==> src/rtl/psk8_pkg.sv <==
// Shared constants, Gray decode table and constellation point function for the 8-PSK frame mapper.
package psk8_pkg;

   localparam int unsigned FRAME_W        = 324;
   localparam int unsigned SYMS_PER_FRAME = 108;
   localparam int unsigned SYM_W          = 3;
   localparam int unsigned CNT_W          = 7;

   // Indexed by the received tribit; yields the phase index p.
   localparam logic [2:0] GRAY_DEC [8] = '{3'd0, 3'd1, 3'd3, 3'd2, 3'd7, 3'd6, 3'd4, 3'd5};

   typedef struct packed {
      logic signed [31:0] i;
      logic signed [31:0] q;
   } iq_pt_t;

   // Point p*45 deg on a circle of radius 2^(iq_w-1)-1; 46341/65536 approximates 1/sqrt(2).
   function automatic iq_pt_t psk8_point(input logic [2:0] p, input int unsigned iq_w);
      logic signed [63:0] amp;
      logic signed [63:0] diag;
      logic signed [31:0] a;
      logic signed [31:0] d;
      iq_pt_t             pt;
      amp  = (64'sd1 <<< (iq_w - 1)) - 64'sd1;
      diag = (amp * 64'sd46341 + 64'sd32768) >>> 16;
      a    = 32'(amp);
      d    = 32'(diag);
      pt   = '{i: 32'sd0, q: 32'sd0};
      case (p)
         3'd0: pt = '{i:  a, q: 32'sd0};
         3'd1: pt = '{i:  d, q:  d};
         3'd2: pt = '{i: 32'sd0, q:  a};
         3'd3: pt = '{i: -d, q:  d};
         3'd4: pt = '{i: -a, q: 32'sd0};
         3'd5: pt = '{i: -d, q: -d};
         3'd6: pt = '{i: 32'sd0, q: -a};
         3'd7: pt = '{i:  d, q: -d};
      endcase
      return pt;
   endfunction

endpackage

==> src/rtl/psk8_lut.sv <==
// Combinational tribit to 8-PSK I/Q mapping; PSK8_GRAY_EN selects Gray-decoded phase.
module psk8_lut
   import psk8_pkg::*;
#(
   parameter int unsigned IQ_W = 12
) (
   input  logic [SYM_W-1:0]       sym,
   output logic signed [IQ_W-1:0] i_c,
   output logic signed [IQ_W-1:0] q_c
);

   logic [2:0] p;
   iq_pt_t     pt;

   always_comb begin
`ifdef PSK8_GRAY_EN
      p = GRAY_DEC[sym];
`else
      p = sym;
`endif
      pt  = psk8_point(p, IQ_W);
      i_c = IQ_W'(pt.i);
      q_c = IQ_W'(pt.q);
   end

endmodule

==> src/rtl/psk8_frame_mapper.sv <==
// Serialises 324-bit frames into 108 registered 8-PSK symbols with a one-deep pending frame.
// Build option: PSK8_GRAY_EN selects Gray-coded phase mapping (natural mapping otherwise).
module psk8_frame_mapper
   import psk8_pkg::*;
#(
   parameter int unsigned IQ_W = 12
) (
   input  logic                   clk,
   input  logic                   reset_b,
   input  logic [FRAME_W-1:0]     din,
   input  logic                   ena_in,
   output logic                   out_valid,
   input  logic                   out_ready,
   output logic [SYM_W-1:0]       sym,
   output logic signed [IQ_W-1:0] i_out,
   output logic signed [IQ_W-1:0] q_out,
   output logic                   sof,
   output logic                   eof,
   output logic                   overflow,
   output logic                   busy
);

   localparam int unsigned       IDX_W    = $clog2(FRAME_W);
   localparam logic [CNT_W-1:0]  LAST_IDX = CNT_W'(SYMS_PER_FRAME - 1);

   logic [FRAME_W-1:0]     active_q, active_n;
   logic [FRAME_W-1:0]     pending_q, pending_n;
   logic [FRAME_W-1:0]     start_frame;
   logic                   pending_full_q, pending_full_n;
   logic [CNT_W-1:0]       cnt_q, cnt_n, cnt_inc;
   logic [IDX_W-1:0]       bit_idx;
   logic [SYM_W-1:0]       sym_n;
   logic signed [IQ_W-1:0] lut_i, lut_q;
   logic                   valid_n, sof_n, eof_n, ovf_n;
   logic                   load_sym, start, xfer, last;

   assign xfer    = out_valid & out_ready;
   assign last    = xfer & (cnt_q == LAST_IDX);
   assign cnt_inc = cnt_q + CNT_W'(1);
   assign bit_idx = IDX_W'(cnt_inc) * IDX_W'(3);

   // Frame admission, symbol advance and handover between active and pending.
   always_comb begin
      active_n       = active_q;
      pending_n      = pending_q;
      pending_full_n = pending_full_q;
      valid_n        = out_valid;
      cnt_n          = cnt_q;
      sof_n          = sof;
      eof_n          = eof;
      ovf_n          = 1'b0;
      sym_n          = sym;
      load_sym       = 1'b0;
      start          = 1'b0;
      start_frame    = din;

      if (last) begin
         if (pending_full_q) begin
            start          = 1'b1;
            start_frame    = pending_q;
            pending_n      = din;
            pending_full_n = ena_in;
         end else if (ena_in) begin
            start = 1'b1;
         end else begin
            valid_n = 1'b0;
            cnt_n   = '0;
            sof_n   = 1'b0;
            eof_n   = 1'b0;
         end
      end else begin
         if (xfer) begin
            cnt_n    = cnt_inc;
            sym_n    = active_q[bit_idx +: SYM_W];
            load_sym = 1'b1;
            sof_n    = 1'b0;
            eof_n    = (cnt_inc == LAST_IDX);
         end
         if (ena_in) begin
            if (!out_valid) begin
               start = 1'b1;
            end else if (!pending_full_q) begin
               pending_n      = din;
               pending_full_n = 1'b1;
            end else begin
               ovf_n = 1'b1;
            end
         end
      end

      if (start) begin
         active_n = start_frame;
         cnt_n    = '0;
         sym_n    = start_frame[SYM_W-1:0];
         load_sym = 1'b1;
         valid_n  = 1'b1;
         sof_n    = 1'b1;
         eof_n    = 1'b0;
      end
   end

   psk8_lut #(.IQ_W(IQ_W)) u_lut (
      .sym (sym_n),
      .i_c (lut_i),
      .q_c (lut_q)
   );

   always_ff @(posedge clk or negedge reset_b) begin
      if (!reset_b) begin
         out_valid      <= 1'b0;
         sof            <= 1'b0;
         eof            <= 1'b0;
         overflow       <= 1'b0;
         busy           <= 1'b0;
         sym            <= '0;
         i_out          <= '0;
         q_out          <= '0;
         cnt_q          <= '0;
         pending_full_q <= 1'b0;
      end else begin
         out_valid      <= valid_n;
         sof            <= sof_n;
         eof            <= eof_n;
         overflow       <= ovf_n;
         busy           <= valid_n | pending_full_n;
         cnt_q          <= cnt_n;
         pending_full_q <= pending_full_n;
         if (load_sym) begin
            sym   <= sym_n;
            i_out <= lut_i;
            q_out <= lut_q;
         end
      end
   end

   // Frame payloads are qualified by the flags above, so they carry no reset.
   always_ff @(posedge clk) begin
      active_q  <= active_n;
      pending_q <= pending_n;
   end

endmodule

==> config.mk <==
export PLATFORM = sky130hd
export DESIGN_NAME = psk8_frame_mapper
export DESIGN_NICKNAME = d
export VERILOG_FILES = /design/src/rtl/psk8_pkg.sv /design/src/rtl/psk8_lut.sv /design/src/rtl/psk8_frame_mapper.sv
export SDC_FILE = /design/constraint.sdc
export NUM_CORES = 2
export LEC_CHECK = 0
export BUFFER_PORTS_ARGS = -buffer_cell sky130_fd_sc_hd__buf_2
export CAP_MARGIN = 20
export CORE_AREA = 2 2 326 328
export CTS_BUF_LIST = sky130_fd_sc_hd__clkbuf_4 sky130_fd_sc_hd__clkbuf_8
export CTS_CLUSTER_DIAMETER = 80
export DETAILED_ROUTE_END_ITERATION = 7
export DIE_AREA = 0 0 328 330
export PLACE_DENSITY_LB_ADDON = 0.2
export SLEW_MARGIN = 10
export SYNTH_ARGS = -nofsm -noshare
export SYNTH_HDL_FRONTEND = slang
export SYNTH_SLANG_ARGS = --single-unit
==> constraint.sdc <==
create_clock -name clk -period 21.6 [get_ports clk]
set_clock_uncertainty 0.2 [all_clocks]
set_input_delay 3.24 -clock clk [delete_from_list [all_inputs] [get_ports clk]]
set_output_delay 3.24 -clock clk [all_outputs]
set_load 0.05 [all_outputs]
Word-level counts from Yosys, hierarchy flattened
Memory sizes are Yosys's and may differ from the RTL's. A register that Yosys moved wholly into a read port is not among the register bits.
Cells that the tools add are included.
{ "classes": {"add_sub_neg": 1, "multipliers": 1, "eq_ne": 5, "shift": 1, "mux": 42, "bitwise_logic": 3, "reduce_logical": 6} }
{ "ops": {"columns": ["op", "n"], "rows": [
  ["$mux W324", 6],
  ["$shiftx A324 B10 Y3", 1],
  ["$mux W7", 5],
  ["$mux W1", 28],
  ["$eq A7 B7 Y1 const B", 2],
  ["$mul A7 B2 Y9 const B", 1],
  ["$mux W3", 3],
  ["$add A7 B1 Y7 const B", 1],
  ["$ne A3 B3 Y1 const B", 2],
  ["$reduce_and A3 Y1", 2],
  ["$reduce_bool A2 Y1", 2],
  ["$reduce_bool A3 Y1", 1],
  ["$and A1 B1 Y1", 2],
  ["$ne A2 B2 Y1 const B", 1],
  ["$logic_not A1 Y1", 1],
  ["$or A1 B1 Y1", 1]
]} }
{ "totals": {"regBits": 664, "romBits": 512, "input_bits": 328, "out_inout_bits": 32, "elab_cells": 70, "mem_count": 1} }
{ "mem_list": {"columns": ["memory", "words", "word_bits", "rd", "rd_clocked_by_memory_dff", "wr", "line_no", "rtl"], "rows": [
  ["(no name shown)", 8, 64, 1, 1, 0, "psk8_pkg.sv:29", "case (p)"]
]} }

Depth between registers and ports, before layout
{ "depth": {"depth_word": 6, "ltp_mapped": 21, "mapped_depth_nobuf": 13} }

Modules after synthesis
Synthesis repeated with hierarchy kept, for this count alone.
{ "unflattened": {"cells_unflattened": 1811, "hier_area_um2": 32113.3} }
{ "modules_own_cells": {"columns": ["module", "n_inst", "cells_each", "area_each_um2", "seq_area_each_um2"], "rows": [
  ["psk8_frame_mapper", 1, 1776, 31829.3, 20459.6],
  ["psk8_lut", 1, 35, 284.0, 0.0]
]} }

Worst setup path before layout
Ideal clock, no wire load.
{ "synth_timing": {"path_type": "input -> register", "startpoint": "input port out_ready", "endpoint": "register i_out[9]", "setup_ns": 0.136, "t_arrival_ns": 19.942, "required_ns": 21.264, "setup_slack_ns": 1.322, "cell_stages": 9, "path_buffers": 0, "cell_sequence": "a31oi_1 nor2_1 a22oi_1 o31ai_2 inv_1 ha_1 inv_1 mux2i_1 o21ai_0"} }
{ "synth_between": {"elab_chain_len": 4, "word_cells_on_any_way": 10, "cone_classes": "mux (8); bitwise (2)"} }
{ "synth_rtl": {"columns": ["item", "line_no", "rtl"], "rows": [
  ["start, declared", "psk8_frame_mapper.sv:13", "input logic out_ready,"],
  ["$and A1 B1 Y1 (*)", "psk8_frame_mapper.sv:37", "assign xfer = out_valid & out_ready;"],
  ["$mux W3 or $and A1 B1 Y1 (tied branches)", "psk8_frame_mapper.sv:72, psk8_frame_mapper.sv:38", null],
  ["$mux W3 (tied with other cells)", "psk8_frame_mapper.sv:57", "if (last) begin"],
  ["$mux W3 (*)", "psk8_frame_mapper.sv:91", "if (start) begin"],
  ["named net sym_n[0]", "psk8_frame_mapper.sv:32", "logic [SYM_W-1:0] sym_n;"],
  ["end, declared", "psk8_frame_mapper.sv:15", "output logic signed [IQ_W-1:0] i_out,"]
]} }
Mark *: on every way through the listed nets, which the timed path passes. The rest lies on a longest branch.
A chain may end at the register's enable or synchronous reset.

Worst setup path after layout
{ "layout_timing": {"startpoint": "input port out_ready", "endpoint": "register pending_q[69], enable pin"} }
{ "layout_between": {"elab_chain_len": 4, "word_cells_on_any_way": 6, "cone_classes": "eq/ne (1); bitwise (2); reduce/logical (3)"} }
{ "layout_rtl": {"columns": ["item", "line_no", "rtl"], "rows": [
  ["$and A1 B1 Y1 (*)", "psk8_frame_mapper.sv:37", null],
  ["$and A1 B1 Y1 (*)", "psk8_frame_mapper.sv:38", "assign last = xfer & (cnt_q == LAST_IDX);"],
  ["$ne A2 B2 Y1 (no source line) or $reduce_bool A2 Y1 (tied branches)", null, null],
  ["$reduce_and A3 Y1 (no source line) (*)", null, null],
  ["end signal, assigned", "psk8_frame_mapper.sv:139", "pending_q <= pending_n;"],
  ["end, declared", "psk8_frame_mapper.sv:27", "logic [FRAME_W-1:0] pending_q, pending_n;"]
]} }
Every way passes the cells marked *; elsewhere a longest branch is shown, timed or not.

==> flow_metrics.py <==
metrics = {
    "detailed_routing": {
        "drt_iter0_markers": 940,
        "routed-via-count": 17130,
        "dr.pass1.iters": 6,
        "post-route-drc-count": 0,
        "totalWireLength_mm": 81.70,
        "wl_per_cell_um": 22.69,
        "ant_nets": 0,
        "vias_per_cell": 4.759,
    },
    "critical_path": {
        "setup.worst_path.class": "input port to flop",
        "cp-start-kind": "input port",
        "reg2reg_slack_ps": 16040,
        "crit_required_ps": 21790,
        "endpoint_kind": "flop",
        "cp_max_fo": 67,
        "crit_arrival_ps": 6590,
    },
    "layout": {
        "nets": 2441,
        "layout_commonest_cell": "mux2_2",
        "drive_gt1_share_pct": 60.30,
        "utilization_pct": 35.45,
        "syn_to_final_growth_pct": 18.61,
        "final_cell_mix": "mux2_2, edfxtp_1, buf_2, clkbuf_8, mux4_2",
    },
    "clock_tree": {
        "clk_pin_slew_worst_paths_ps": 50,
        "cts.sink_count": 672,
        "post_cts_buffers": 0,
        "root_buffer": "clkbuf_8",
        "cts_hold_buffers": 0,
        "cts_tree": "built",
        "cts_buffers": 131,
        "cts_resized": 0,
        "clk_latency_ps": 800,
        "htree_levels": 4,
        "clk_path_buf_depth": 3,
    },
    "job": {
        "cap_violations": 0,
    },
    "global_route": {
        "grt-ovfl-total": 0,
        "grt_pass1_wl_mm": 118.2,
        "antenna_found_initial": 57,
        "grt_pass1_vias": 18060,
        "grt_max_degree": 173,
        "grtUsageTotal_pct": 14.86,
    },
    "synth": {
        "synthCells": 1713,
        "ys_types": 57,
        "ys_seq_area_share_pct": 64.13,
        "syn-cell-area_um2": 31280,
        "ys.flop_type": "edfxtp_1",
        "yosys_warnings": 0,
        "async_reset_ff_share_pct": 3.571,
        "postSynthAreaPerCell_um2": 18.26,
        "ys_ff_latch": 672,
        "syn_nets": 2047,
        "synth_edf_count": 648,
    },
    "floorplanning": {
        "core.rowCount": 119,
        "core_region_area_um2": 104700,
        "die_y_um": 330,
        "io_pins": 360,
        "dieArea_um2": 108200,
        "start_util_pct": 29.89,
        "die_x_um": 328,
    },
    "sta": {
        "rsz0062_at_grt": "no",
        "finalSetupTns_ps": 0,
        "max_freq_ghz": 0.1562,
        "setup_viol": 0,
        "post-route-min-period_ps": 6400,
        "period_share_pct": 29.63,
        "hold_viol": 0,
        "final_max_slew_viol_count": 0,
        "max_slew_margin_pct": 13.69,
        "tightest_slew_ps": 1295,
    },
    "place": {
        "port_buffers": 359,
        "place_congestion": 0.7487,
        "place_hpwl_mm": 52.27,
    },
    "pwr": {
        "power_density_nw_per_um2": 94.72,
        "irDropWorstVdd_uv": 73.25,
        "power_uw": 3515,
        "power.leakage_uw": 0.01298,
    },
    "run_status": {
        "status": "finished clean",
    },
    "worst_hold_path": {
        "hold_path.class": "flop to flop",
    },
}
-- routing by layer --
metal / vias to the layer above / GRT usage (%) / wire length [µm]
met4: 60 / 4.906 / 1968
met1: 8681 / 18.34 / 34750
met2: 471 / 24.11 / 38740
met3: 202 / 5.429 / 5882
li1: 7720 / - / -
met5: - / 0 / 365
-- worst paths after layout --
kind,from,endpoint,cells past startpoint
worst max-delay path,out_ready,pending_q[69],6
worst min-delay path,sof,sof,1
worst max register to register,cnt_q[0],i_out[10],14
worst min register to register,sof,sof,1
max in group asynchronous,reset_b,cnt_q[0],1
min in group asynchronous,reset_b,out_valid,1
-- registers in the layout, summed over array words and instances (netlist names) --
signal          flops
active_q          324
pending_q         324
cnt_q               7
i_out               3
q_out               3
sym                 3
u_lut.pt            2
busy                1
eof                 1
out_valid           1
overflow            1
pending_full_q      1
sof                 1
-- through the flow --
step / instance area, µm² / hold WS, ps / setup slack, ps / cells
finish: 37100 / 291.8 / 15200 / 3600
global route: 37100 / 317.0 / 15020 / 3597
CTS: 37080 / 292.8 / 15180 / 3590
detailed placement: 34520 / 281.3 / 14310 / 3365
global placement: 34490 / 265.8 / 14350 / 3364
floorplan: 31280 / 287.8 / 1322 / 1713
-- worst max-delay path, stage by stage --
cell and delay (ps):
buf_2 130, and3_1 210, nand3_4 610, nand2_4 630, buf_4 830, buf_4 830
-- cell type report --
cell class | instances | area, µm²
fill | 9934 | 67570
sequential | 672 | 20060
multi-input combinational | 912 | 10650
clock buffer | 180 | 2190
timing repair buffer | 382 | 2039
tap | 1391 | 1740
clock inverter | 45 | 369.1
inverter | 8 | 30.03
antenna | 10 | 25.02
-- cell usage after synthesis (all sizes together), types with 2 or more instances --
master	n	area [µm²]
nor2	11	41.29
a31oi	7	43.79
mux2	649	7308
a21oi	8	40.04
nor3b	2	15.01
nor3	6	30.03
o211ai	7	52.55
a21o	3	22.52
buf	52	356.6
a311oi	3	38.79
o21a	4	30.03
o31ai	3	27.52
inv	8	30.03
edfxtp	648	19460
a221oi	3	45.04
a32oi	2	17.52
ha	6	75.07
xor2	4	61.32
nand4	5	31.28
mux2i	16	160.2
dfrtp	24	600.6
a22o	2	17.52
clkbuf	69	259.0
xnor2	4	35.03
and3	5	31.28
nand3	8	40.04
mux4	90	2079
nand2	34	127.6
o21ai	13	65.06
-- power breakdown --
part	total [µW]	switching (µW)	internal (µW)
Combinational	718	450	268
Sequential	1530	47.2	1490
Clock	1260	558	706
-- cells by family after synthesis --
family | synth area share [%]
fa+ha+maj | 0.2400
simple gates | 1.092
flops | 64.13
xor+xnor | 0.3080
buf+inv | 2.064
mux | 30.52
compound gates | 1.648
Note: power is estimated with default switching activity, not from simulation.
